<file path="config.mk">
export PLATFORM = sky130hd
export DESIGN_NAME = cdb_arbiter_flat
export DESIGN_NICKNAME = d
export VERILOG_FILES = /design/src/rtl/cdb_arbiter_if.sv /design/src/rtl/cdb_arbiter.sv /design/src/flat_wrapper.sv
export SDC_FILE = /design/constraint.sdc
export NUM_CORES = 1
export LEC_CHECK = 0
export ABC_AREA = 1
export CAP_MARGIN = 10
export CORE_ASPECT_RATIO = 0.9
export CORE_MARGIN = 2
export CORE_UTILIZATION = 50
export CTS_CLUSTER_DIAMETER = 60
export DETAILED_ROUTE_END_ITERATION = 8
export PLACE_DENSITY = 0.74
export SETUP_SLACK_MARGIN = 0.1
export SLEW_MARGIN = 5
export SYNTH_ARGS = -nofsm -noshare
export SYNTH_HDL_FRONTEND = slang
export SYNTH_SLANG_ARGS = --single-unit
</file>
<file path="constraint.sdc">
create_clock -name clk -period 7 [get_ports clk]
set_clock_uncertainty 0.05 [all_clocks]
set_input_delay 1.05 -clock clk [delete_from_list [all_inputs] [get_ports clk]]
set_output_delay 1.05 -clock clk [all_outputs]
set_load 0.01 [all_outputs]
</file>
<file path="src/rtl/cdb_arbiter_if.sv">
// Bus bundle between the functional units and the CDB transmitter: FU result handshakes in,
// SS broadcast slots out.
interface cdb_arbiter_if #(
    parameter int unsigned SS       = 2,
    parameter int unsigned FU_COUNT = 4,
    parameter int unsigned PREG_W   = 6,
    parameter int unsigned ROB_ID_W = 8
);
    localparam int unsigned IDX_W = (FU_COUNT > 1) ? $clog2(FU_COUNT) : 1;

    logic [FU_COUNT-1:0]               fu_valid;
    logic [FU_COUNT-1:0]               fu_ready;
    logic [FU_COUNT-1:0][PREG_W-1:0]   fu_rd_p;
    logic [FU_COUNT-1:0][ROB_ID_W-1:0] fu_rob_id;
    logic [FU_COUNT-1:0][31:0]         fu_value;

    logic [SS-1:0]                     cdb_valid;
    logic [SS-1:0][PREG_W-1:0]         cdb_rd_p;
    logic [SS-1:0][ROB_ID_W-1:0]       cdb_rob_id;
    logic [SS-1:0][31:0]               cdb_value;
    logic [SS-1:0][IDX_W-1:0]          cdb_fu_idx;

    // Arbiter side.
    modport master (
        input  fu_valid, fu_rd_p, fu_rob_id, fu_value,
        output fu_ready,
        output cdb_valid, cdb_rd_p, cdb_rob_id, cdb_value, cdb_fu_idx
    );

    // FU producers and CDB consumers.
    modport slave (
        output fu_valid, fu_rd_p, fu_rob_id, fu_value,
        input  fu_ready,
        input  cdb_valid, cdb_rd_p, cdb_rob_id, cdb_value, cdb_fu_idx
    );
endinterface

</file>
<file path="src/rtl/cdb_arbiter.sv">
// CDB transmitter: per-FU result FIFOs feeding a round-robin arbiter that broadcasts up to
// SS results per cycle on registered CDB slots.
module cdb_arbiter #(
    parameter int unsigned SS         = 2,
    parameter int unsigned FU_COUNT   = 4,
    parameter int unsigned FIFO_DEPTH = 2,
    parameter int unsigned PREG_W     = 6,
    parameter int unsigned ROB_ID_W   = 8
) (
    input  logic          clk,
    input  logic          rst,
    input  logic          flush,
    cdb_arbiter_if.master bus
);
    localparam int unsigned IDX_W  = (FU_COUNT > 1) ? $clog2(FU_COUNT) : 1;
    localparam int unsigned PTR_W  = $clog2(FIFO_DEPTH);
    localparam int unsigned CNT_W  = $clog2(FIFO_DEPTH + 1);
    localparam int unsigned SLOT_W = (SS > 1) ? $clog2(SS) : 1;
    localparam int unsigned GNT_W  = $clog2(SS + 1);

    typedef struct packed {
        logic [PREG_W-1:0]   rd_p;
        logic [ROB_ID_W-1:0] rob_id;
        logic [31:0]         value;
    } entry_t;

    entry_t           mem_q    [FU_COUNT][FIFO_DEPTH];
    logic [PTR_W-1:0] rd_ptr_q [FU_COUNT];
    logic [PTR_W-1:0] wr_ptr_q [FU_COUNT];
    logic [CNT_W-1:0] count_q  [FU_COUNT];
    entry_t           head     [FU_COUNT];

    logic [IDX_W-1:0]    rr_ptr_q, rr_ptr_d;
    logic [FU_COUNT-1:0] fu_ready;
    logic [FU_COUNT-1:0] push, pop, not_empty;

    logic [SS-1:0]    slot_vld;
    logic [IDX_W-1:0] slot_fu [SS];
    logic [GNT_W-1:0] n_grant;
    logic [IDX_W-1:0] last_fu;
    logic [IDX_W-1:0] idx;

    logic [SS-1:0]               cdb_valid_q;
    logic [SS-1:0][PREG_W-1:0]   cdb_rd_p_q;
    logic [SS-1:0][ROB_ID_W-1:0] cdb_rob_id_q;
    logic [SS-1:0][31:0]         cdb_value_q;
    logic [SS-1:0][IDX_W-1:0]    cdb_fu_idx_q;

    // Ready depends on the registered count only, so a full FIFO never passes through.
    always_comb begin
        fu_ready  = '0;
        push      = '0;
        not_empty = '0;
        for (int i = 0; i < FU_COUNT; i++) begin
            fu_ready[i]  = !rst && (count_q[i] < CNT_W'(FIFO_DEPTH));
            push[i]      = bus.fu_valid[i] && fu_ready[i] && !flush;
            not_empty[i] = (count_q[i] != '0);
            head[i]      = mem_q[i][rd_ptr_q[i]];
        end
    end

    assign bus.fu_ready = fu_ready;

    always_comb begin
        pop      = '0;
        slot_vld = '0;
        n_grant  = '0;
        last_fu  = rr_ptr_q;
        idx      = '0;
        for (int s = 0; s < SS; s++) begin
            slot_fu[s] = '0;
        end
        for (int k = 0; k < FU_COUNT; k++) begin
            idx = IDX_W'((int'(rr_ptr_q) + k) % int'(FU_COUNT));
            if (not_empty[idx] && (n_grant < GNT_W'(SS))) begin
                pop[idx]                         = 1'b1;
                slot_vld[n_grant[SLOT_W-1:0]]    = 1'b1;
                slot_fu[n_grant[SLOT_W-1:0]]     = idx;
                last_fu                          = idx;
                n_grant                          = n_grant + GNT_W'(1);
            end
        end
        // Flush wins over any grant: nothing pops and nothing is broadcast.
        if (flush) begin
            pop      = '0;
            slot_vld = '0;
        end

        rr_ptr_d = rr_ptr_q;
        if (flush) begin
            rr_ptr_d = '0;
        end else if (n_grant != '0) begin
            rr_ptr_d = (last_fu == IDX_W'(FU_COUNT - 1)) ? '0 : last_fu + IDX_W'(1);
        end
    end

    always_ff @(posedge clk or posedge rst) begin
        if (rst) begin
            rr_ptr_q <= '0;
            for (int i = 0; i < FU_COUNT; i++) begin
                rd_ptr_q[i] <= '0;
                wr_ptr_q[i] <= '0;
                count_q[i]  <= '0;
            end
        end else begin
            rr_ptr_q <= rr_ptr_d;
            for (int i = 0; i < FU_COUNT; i++) begin
                if (flush) begin
                    rd_ptr_q[i] <= '0;
                    wr_ptr_q[i] <= '0;
                    count_q[i]  <= '0;
                end else begin
                    if (push[i]) begin
                        wr_ptr_q[i] <= wr_ptr_q[i] + PTR_W'(1);
                    end
                    if (pop[i]) begin
                        rd_ptr_q[i] <= rd_ptr_q[i] + PTR_W'(1);
                    end
                    count_q[i] <= count_q[i] + CNT_W'(push[i]) - CNT_W'(pop[i]);
                end
            end
        end
    end

    // Payload storage needs no reset; occupancy is tracked by the counters.
    always_ff @(posedge clk) begin
        for (int i = 0; i < FU_COUNT; i++) begin
            if (push[i]) begin
                mem_q[i][wr_ptr_q[i]] <= '{rd_p:   bus.fu_rd_p[i],
                                           rob_id: bus.fu_rob_id[i],
                                           value:  bus.fu_value[i]};
            end
        end
    end

    always_ff @(posedge clk or posedge rst) begin
        if (rst) begin
            cdb_valid_q  <= '0;
            cdb_rd_p_q   <= '0;
            cdb_rob_id_q <= '0;
            cdb_value_q  <= '0;
            cdb_fu_idx_q <= '0;
        end else begin
            cdb_valid_q <= slot_vld;
            for (int s = 0; s < SS; s++) begin
                if (slot_vld[s]) begin
                    cdb_rd_p_q[s]   <= head[slot_fu[s]].rd_p;
                    cdb_rob_id_q[s] <= head[slot_fu[s]].rob_id;
                    cdb_value_q[s]  <= head[slot_fu[s]].value;
                    cdb_fu_idx_q[s] <= slot_fu[s];
                end
            end
        end
    end

    assign bus.cdb_valid  = cdb_valid_q;
    assign bus.cdb_rd_p   = cdb_rd_p_q;
    assign bus.cdb_rob_id = cdb_rob_id_q;
    assign bus.cdb_value  = cdb_value_q;
    assign bus.cdb_fu_idx = cdb_fu_idx_q;

endmodule

</file>
<file path="src/flat_wrapper.sv">
// flat-port wrapper written by rule: the top's interface ports become plain ports
module cdb_arbiter_flat 
#(
    parameter int unsigned SS         = 2,
    parameter int unsigned FU_COUNT   = 4,
    parameter int unsigned FIFO_DEPTH = 2,
    parameter int unsigned PREG_W     = 6,
    parameter int unsigned ROB_ID_W   = 8
)
  (clk, rst, flush, bus_fu_valid, bus_fu_rd_p, bus_fu_rob_id, bus_fu_value, bus_fu_ready, bus_cdb_valid, bus_cdb_rd_p, bus_cdb_rob_id, bus_cdb_value, bus_cdb_fu_idx);
  cdb_arbiter_if #(.SS(SS), .FU_COUNT(FU_COUNT), .PREG_W(PREG_W), .ROB_ID_W(ROB_ID_W)) bus_i ();
  input  logic clk;
  input  logic rst;
  input  logic flush;
  input wire logic [$bits(bus_i.fu_valid)-1:0] bus_fu_valid;
  input wire logic [$bits(bus_i.fu_rd_p)-1:0] bus_fu_rd_p;
  input wire logic [$bits(bus_i.fu_rob_id)-1:0] bus_fu_rob_id;
  input wire logic [$bits(bus_i.fu_value)-1:0] bus_fu_value;
  output wire logic [$bits(bus_i.fu_ready)-1:0] bus_fu_ready;
  output wire logic [$bits(bus_i.cdb_valid)-1:0] bus_cdb_valid;
  output wire logic [$bits(bus_i.cdb_rd_p)-1:0] bus_cdb_rd_p;
  output wire logic [$bits(bus_i.cdb_rob_id)-1:0] bus_cdb_rob_id;
  output wire logic [$bits(bus_i.cdb_value)-1:0] bus_cdb_value;
  output wire logic [$bits(bus_i.cdb_fu_idx)-1:0] bus_cdb_fu_idx;
  assign bus_i.fu_valid = bus_fu_valid;
  assign bus_i.fu_rd_p = bus_fu_rd_p;
  assign bus_i.fu_rob_id = bus_fu_rob_id;
  assign bus_i.fu_value = bus_fu_value;
  assign bus_fu_ready = bus_i.fu_ready;
  assign bus_cdb_valid = bus_i.cdb_valid;
  assign bus_cdb_rd_p = bus_i.cdb_rd_p;
  assign bus_cdb_rob_id = bus_i.cdb_rob_id;
  assign bus_cdb_value = bus_i.cdb_value;
  assign bus_cdb_fu_idx = bus_i.cdb_fu_idx;
  cdb_arbiter #(.SS(SS), .FU_COUNT(FU_COUNT), .FIFO_DEPTH(FIFO_DEPTH), .PREG_W(PREG_W), .ROB_ID_W(ROB_ID_W)) u_core (.clk(clk), .rst(rst), .flush(flush), .bus(bus_i));
endmodule
</file>
==> metrics, run 1 <==
share of layout cells above drive strength 1 6.425%; die area 44790 um^2; hpwl dp 39.68 mm; worst setup margin 1.749 ns; Max Fclk 190.5 MHz; syn nets 2131; post-synthesis simple-gate area fraction 20.41%; critical path class register to register; H-Tree Depth 2; area of the multi-input gates 6905 um^2; drc violations 0; Total Wirelength 64.32 mm; GRT Overall Usage 28.52%; Slew Limit Fails 0; # hold bufs at CTS 0; Reg2Reg Launch Point u_core.rr_ptr_q[0]$_DFFE_PP0P_; Max Root-Sink Buffers 3; CP Capture Type register; reg2reg setup slack 1.75 ns; fraction of the mapped netlist area in adder cells 1.219%; Layout Nets 2382; final setup fails 0; CTS buffer count 49; Syn Area/Cell 11.23 um^2; initial core utilization 50.38%; period utilization 75.01%; Critical Path RT 7.41 ns; DP Area 24800 um^2; largest family of logic cells by synthesized area simple AND/OR/NAND/NOR gates; startpoint types register; status finished clean; vias in the first global route 15920; Area growth syn-to-layout 22.46%; First DRT Iteration DRCs 1761; Hold Crit Depth 2; sequential fraction of the synthesis area 64.73%; dpl ws 1.854 ns; clk root buf clkbuf_16; max cap viols 0; IO Pins 293; mux cell area share after synthesis 8.544%; crit path DAT 5.66 ns; Util after Layout 61.69%; Relative slew margins 12.95%; Compound-Gate Fraction of Synth Area 1.045%; post-synth cell types 36; post-route cell area 26400 um^2; Tmin final 5.251 ns; pin count of the biggest net entering global routing 89; worst-margin pin slew 1.301 ns; Seq. cell area 13970 um^2; Critical Path Fanout Max 65; hold_sp u_core.bus.cdb_rob_id[2]$_DFFE_PP0P_; drt pass-1 iters 8; RSZ-0062 raised after global routing false; Mapped Cells 1919; routability cong. 0.8871; standard-cell rows 72; fill cell total of the finished layout 3389; post-DR wirelength/cell 23.24 um; R2R cell count 19; first-pass GRT wire length 95.73 mm; Fin. Hold Viols 0; reg2reg end u_core.bus.cdb_value[32]$_DFFE_PP0P_; Clock transition at path regs 0.06 ns; Chip Height 201.0 um; Synth Cell Area 21560 um^2; drt via density 5.834; initial antenna violation count 2; post-CTS setup buffer count 0; Yosys Warn Count 0; Post-Synth XOR/XNOR Area 0.3657%; Chip Width 222.9 um; Core Region 42790 um^2; hold crit path type register to register; worst skew pair latency 0.59 ns; Hold Path End u_core.bus.cdb_rob_id[2]$_DFFE_PP0P_; TritonCTS clock tree done; vias post-DR 16140; grt ovf 0; Port-buffer cells 292; CTS resizes 0; clock sink count 484; remaining antenna violation count 0; Seq cells post-synth 484; Final TNS setup 0 ns
[cells by family (layout without fill, tap and decap cells)]
group | Yosys count | after routing
AND/OR/NAND/NOR | 1028 | 1028
flip-flops | 484 | 484
multiplexers | 184 | 184
buffers and inverters | 155 | 446
AO/OA/AOI/OAI | 38 | 38
adder cells (fa/ha/maj) | 21 | 21
XOR/XNOR | 9 | 9
other | 0 | 2
[flip-flops by register name (all words and copies together), names as in the netlist]
signal,cells
u_core.bus.cdb_fu_idx,4
u_core.bus.cdb_rd_p,12
u_core.bus.cdb_rob_id,16
u_core.bus.cdb_valid,2
u_core.bus.cdb_value,64
u_core.count_q,8
u_core.mem_q,368
u_core.rd_ptr_q,4
u_core.rr_ptr_q,2
u_core.wr_ptr_q,4
[cell usage in the layout (no fill, tap or decap), types with 3 or more instances in the layout]
master,instances
buf_4,17
nor2_2,3
dfrtp_4,4
o21a_1,3
o21ai_0,17
o21ai_4,4
dfrtp_1,112
nor2_1,30
nand4_1,3
nand2_1,635
nand2_2,10
xnor2_1,4
mux2i_1,184
ha_1,21
edfxtp_1,368
xor2_1,5
nand2_4,6
clkinv_2,12
bufinv_16,4
clkdlybuf4s50_1,292
inv_6,3
clkinv_1,4
inv_1,37
clkbuf_8,4
clkbuf_1,13
clkbuf_16,50
nor2_4,9
nand3_1,322
a21oi_1,10
inv_2,6
[through the flow]
stage / hold slack, ns / instances
floorplan: 0.4302 / 1919
global placement: 0.4144 / 2674
detailed placement: 0.4185 / 2674
CTS: 0.4319 / 2765
global route: 0.4542 / 2767
finish: 0.4276 / 2767
[Yosys cell counts]
library cell | instances | area [um^2]
o22ai_1 | 1 | 6.260
clkbuf_1 | 29 | 108.9
or2_2 | 1 | 6.260
nor2_8 | 1 | 20.02
a21oi_1 | 10 | 50.05
edfxtp_1 | 368 | 11050
o21ai_4 | 1 | 16.27
nand2b_1 | 1 | 6.260
xor2_1 | 5 | 43.79
nand4_1 | 3 | 18.77
mux2i_1 | 184 | 1842
buf_2 | 44 | 220.2
o21ai_1 | 2 | 10.01
nor2_4 | 1 | 11.26
nand3_2 | 2 | 20.02
nor2_2 | 3 | 18.77
nand3b_1 | 2 | 15.01
nand2_4 | 4 | 45.04
o21a_1 | 3 | 22.52
buf_6 | 11 | 123.9
nand2_2 | 10 | 62.56
buf_4 | 19 | 142.6
inv_4 | 2 | 12.51
inv_1 | 38 | 142.6
xnor2_1 | 4 | 35.03
o21ai_0 | 17 | 85.08
inv_2 | 6 | 22.52
nand3_4 | 1 | 17.52
o21ai_2 | 4 | 35.03
buf_1 | 6 | 22.52
dfrtp_1 | 116 | 2903
and2_1 | 2 | 12.51
nand2_1 | 637 | 2391
nor2_1 | 38 | 142.6
ha_1 | 21 | 262.8
nand3_1 | 322 | 1612
[critical path, stage by stage, from the launching register on]
cell,delay (ns)
dfrtp_1,0.67
inv_4,0.19
ha_1,0.49
inv_2,0.12
nand3_1,0.17
nand2_1,0.16
ha_1,0.23
inv_1,0.23
nand2_2,0.13
nand2_2,0.10
nand2_4,0.10
nor2_4,0.21
nand2_4,0.48
nand2_4,0.65
buf_4,0.63
nand2_1,0.14
nand3_1,0.11
nand2_1,0.07
nand2_1,0.06
nand2_1,0.07
[routing by layer]
| metal | global-route usage [%] | up-vias | routed length (um) |
|---|---|---|---|
| li1 | - | 7132 | - |
| met1 | 38.18 | 7769 | 25210 |
| met2 | 45.16 | 1059 | 29460 |
| met3 | 6.177 | 184 | 6839 |
| met4 | 12.49 | 0 | 2807 |
| met5 | 0 | - | 0 |
[worst max-delay path by stage]
stage	startpoint	end	depth (start not counted)
final	u_core.rr_ptr_q[0]$_DFFE_PP0P_	u_core.bus.cdb_value[32]$_DFFE_PP0P_	19
after global routing	u_core.rr_ptr_q[0]$_DFFE_PP0P_	u_core.bus.cdb_value[42]$_DFFE_PP0P_	19
after CTS	u_core.rr_ptr_q[0]$_DFFE_PP0P_	u_core.bus.cdb_value[32]$_DFFE_PP0P_	19
after detailed placement	u_core.rr_ptr_q[0]$_DFFE_PP0P_	u_core.bus.cdb_value[32]$_DFFE_PP0P_	19
after global placement	u_core.rr_ptr_q[0]$_DFFE_PP0P_	u_core.bus.cdb_value[39]$_DFFE_PP0P_	19
after floorplan	rst	u_core.bus.cdb_fu_idx[0]$_DFFE_PP0P_	1
[area by class of cell]
type | count | share of cell area [%]
diodes | 2 | 0.01896
clock buffers | 67 | 5.133
clock inverters | 24 | 0.8958
inverters | 46 | 0.6920
multi-input cells | 1280 | 26.16
flip-flops and latches | 484 | 52.92
well taps | 555 | 2.631
repair buffers | 309 | 11.56
Power of run 1 is not shown: default switching activity piles up to over one toggle a cycle in this logic, so the estimate is an artifact.
==> run 2: changes to the inputs <==
Settings changed: PLACE_DENSITY 0.74 to 0.77.
Clock period 7 ns to 4.3 ns, I/O delays scaled along.
==> run 2 against run 1 <==
  * Maximum frequency rose by 38%
  * Wire length rose by 2.0%
  * Sequential share of layout area fell by 0.58 points
  * First-iteration DRC count rose by 15%
  * Global-route usage rose by 0.99 points
  * Final cell count rose by 1.2%
  * Count of clock-buffer cells in the layout rose by 3
  * Register-to-register slack got worse by 1.2 ns
  * Sequential cell count did not move
  * Die area did not move
  * Critical path type unchanged
==> metrics, run 2 (synthesis gave the netlist of run 1 again) <==
Critical Path Fanout Max 20 (-69%); drc violations 0 (unchanged); IO Pins 293 (unchanged); H-Tree Depth 2 (unchanged); Relative slew margins 27.89% (+15 points); hpwl dp 42.37 mm (+6.8%); post-CTS setup buffer count 0 (unchanged); Chip Width 222.9 um (unchanged); slowest cell on the critical path o21ai_4; Chip Height 201.0 um (unchanged); commonest non-fill, non-tap cells in the layout nand2_1, edfxtp_1, nand3_1, clkdlybuf4s50_1, mux2i_1; final setup fails 0 (unchanged); grt ovf 0 (unchanged); Fin. Hold Viols 0 (unchanged); dpl ws 0.5810 ns (-1.273 ns); routability cong. 0.9122 (+2.8%); drt via density 5.833 (about the same); crit path from u_core.rr_ptr_q[0]$_DFFE_PP0P_; TritonCTS clock tree done; Port-buffer cells 292 (unchanged); most used cell, CP nand2_1; number of flip-flops in the largest register 368 (unchanged); initial core utilization 50.38% (unchanged); pin count of the biggest net entering global routing 83 (-6.7%); CTS resizes 0 (unchanged); critical path class register to register; post-DR wirelength/cell 23.43 um (+0.80%); Tmin final 3.796 ns (-1.455 ns); Critical Path RT 4.76 ns (-2.65 ns); first-pass GRT wire length 99.78 mm (+4.2%); # hold bufs at CTS 0 (unchanged); Util after Layout 62.38% (+0.69 points); Reg2Reg Launch Point u_core.rr_ptr_q[0]$_DFFE_PP0P_; worst-margin pin slew 1.082 ns (-0.2193 ns); share of layout cells above drive strength 1 7.668% (+1.2 points); Max Fclk 263.4 MHz (+38%); clk root buf clkbuf_16; GRT Overall Usage 29.51% (+0.99 points); CTS buffer count 49 (unchanged); worst stage delay on the critical path 0.71 ns (+0.04 ns); hold crit path type register to register; Layout Nets 2415 (+1.4%); vias post-DR 16340 (+1.2%); First DRT Iteration DRCs 2022 (+15%); startpoint types register; worst skew pair latency 0.59 ns (about the same); fill cell total of the finished layout 3248 (-4.2%); Total Wirelength 65.63 mm (+2.0%); Core Region 42790 um^2 (unchanged); Final TNS setup 0 ns (unchanged); status finished clean; drt pass-1 iters 8 (unchanged); RSZ-0062 raised after global routing false; hold_sp u_core.bus.cdb_value[29]$_DFFE_PP0P_; Slew Limit Fails 0 (unchanged); initial antenna violation count 3 (+1); remaining antenna violation count 0 (unchanged); most common cell after layout, fill and taps aside nand2_1; worst setup margin 0.5040 ns (-1.245 ns); Max Root-Sink Buffers 3 (unchanged); period utilization 88.28% (+13 points); Area growth syn-to-layout 23.82%; crit-path cells inv_4 > ha_1 > inv_2 > nand3_1 > nand2_1 > ha_1 > inv_1 > nand3_2 > nand2_4 > nand2_4 > o21ai_4 > buf_12 > nand3_1 > nand2_1 > nand2_1 > nand2_1; standard-cell rows 72 (unchanged); die area 44790 um^2 (unchanged); clock sink count 484 (unchanged); vias in the first global route 16730 (+5.1%); max cap viols 0 (unchanged); Clock transition at path regs 0.06 ns (about the same); crit path DAT 4.26 ns (-1.40 ns); CP Capture Type register
-- run 2: changes by cell type in the layout (fill, tap and decap cells not counted), sizes merged --
cell and change:
clkbuf +3, diode +1, buf +33, clkinv +1
inv -2, bufinv -2
-- run 2: routing by layer --
metal	routed length (um)	track usage, %	vias up
met5	0	0	-
met4	2544	12.51	0
met3	6523	6.294	215
met2	30630	47.14	1082
met1	25930	39.36	7844
li1	-	-	7196
-- run 2: path summary, 6_finish.rpt --
path	endpoint	slack, ns	depth (start not counted)
worst min-delay path	u_core.bus.cdb_value[29]$_DFFE_PP0P_	0.43	2
min in group asynchronous	u_core.bus.cdb_valid[0]$_DFF_PP0_	0.81	2
worst min register to register	u_core.bus.cdb_value[29]$_DFFE_PP0P_	0.43	2
worst max-delay path	u_core.bus.cdb_value[13]$_DFFE_PP0P_	0.50	16
worst max register to register	u_core.bus.cdb_value[13]$_DFFE_PP0P_	0.50	16
max in group asynchronous	u_core.bus.cdb_value[13]$_DFFE_PP0P_	2.52	3
-- run 2: final cells by class --
class | count | area (um^2) | area share, %
antenna | 3 | 7.507 | 0.02813
tap | 555 | 694.4 | 2.602
inverter | 46 | 182.7 | 0.6844
clock inverter | 21 | 161.4 | 0.6047
timing repair buffer | 342 | 3386 | 12.68
clock buffer | 70 | 1386 | 5.194
sequential | 484 | 13970 | 52.33
multi-input combinational | 1280 | 6905 | 25.87
-- run 2: stage by stage --
stage          instance area [um^2]  hold WS (ns)  cells
2_1_floorplan                 21560        0.4302   1919
3_3_place_gp                  25140        0.4121   2707
3_5_place_dp                  25140        0.4161   2707
4_1_cts                       26680        0.4319   2798
5_1_grt                       26690        0.4508   2801
6_report                      26690        0.4299   2801
-- run 2: worst max-delay path: cells and delay by family, from the launching register on --
kind | cells | cell delay (ns)
adder cells (fa/ha/maj) | 2 | 0.67
buffers and inverters | 4 | 0.76
flip-flops | 1 | 0.39
AO/OA/AOI/OAI | 1 | 0.71
AND/OR/NAND/NOR | 9 | 1.09
Power of run 2 is left out for the same reason.
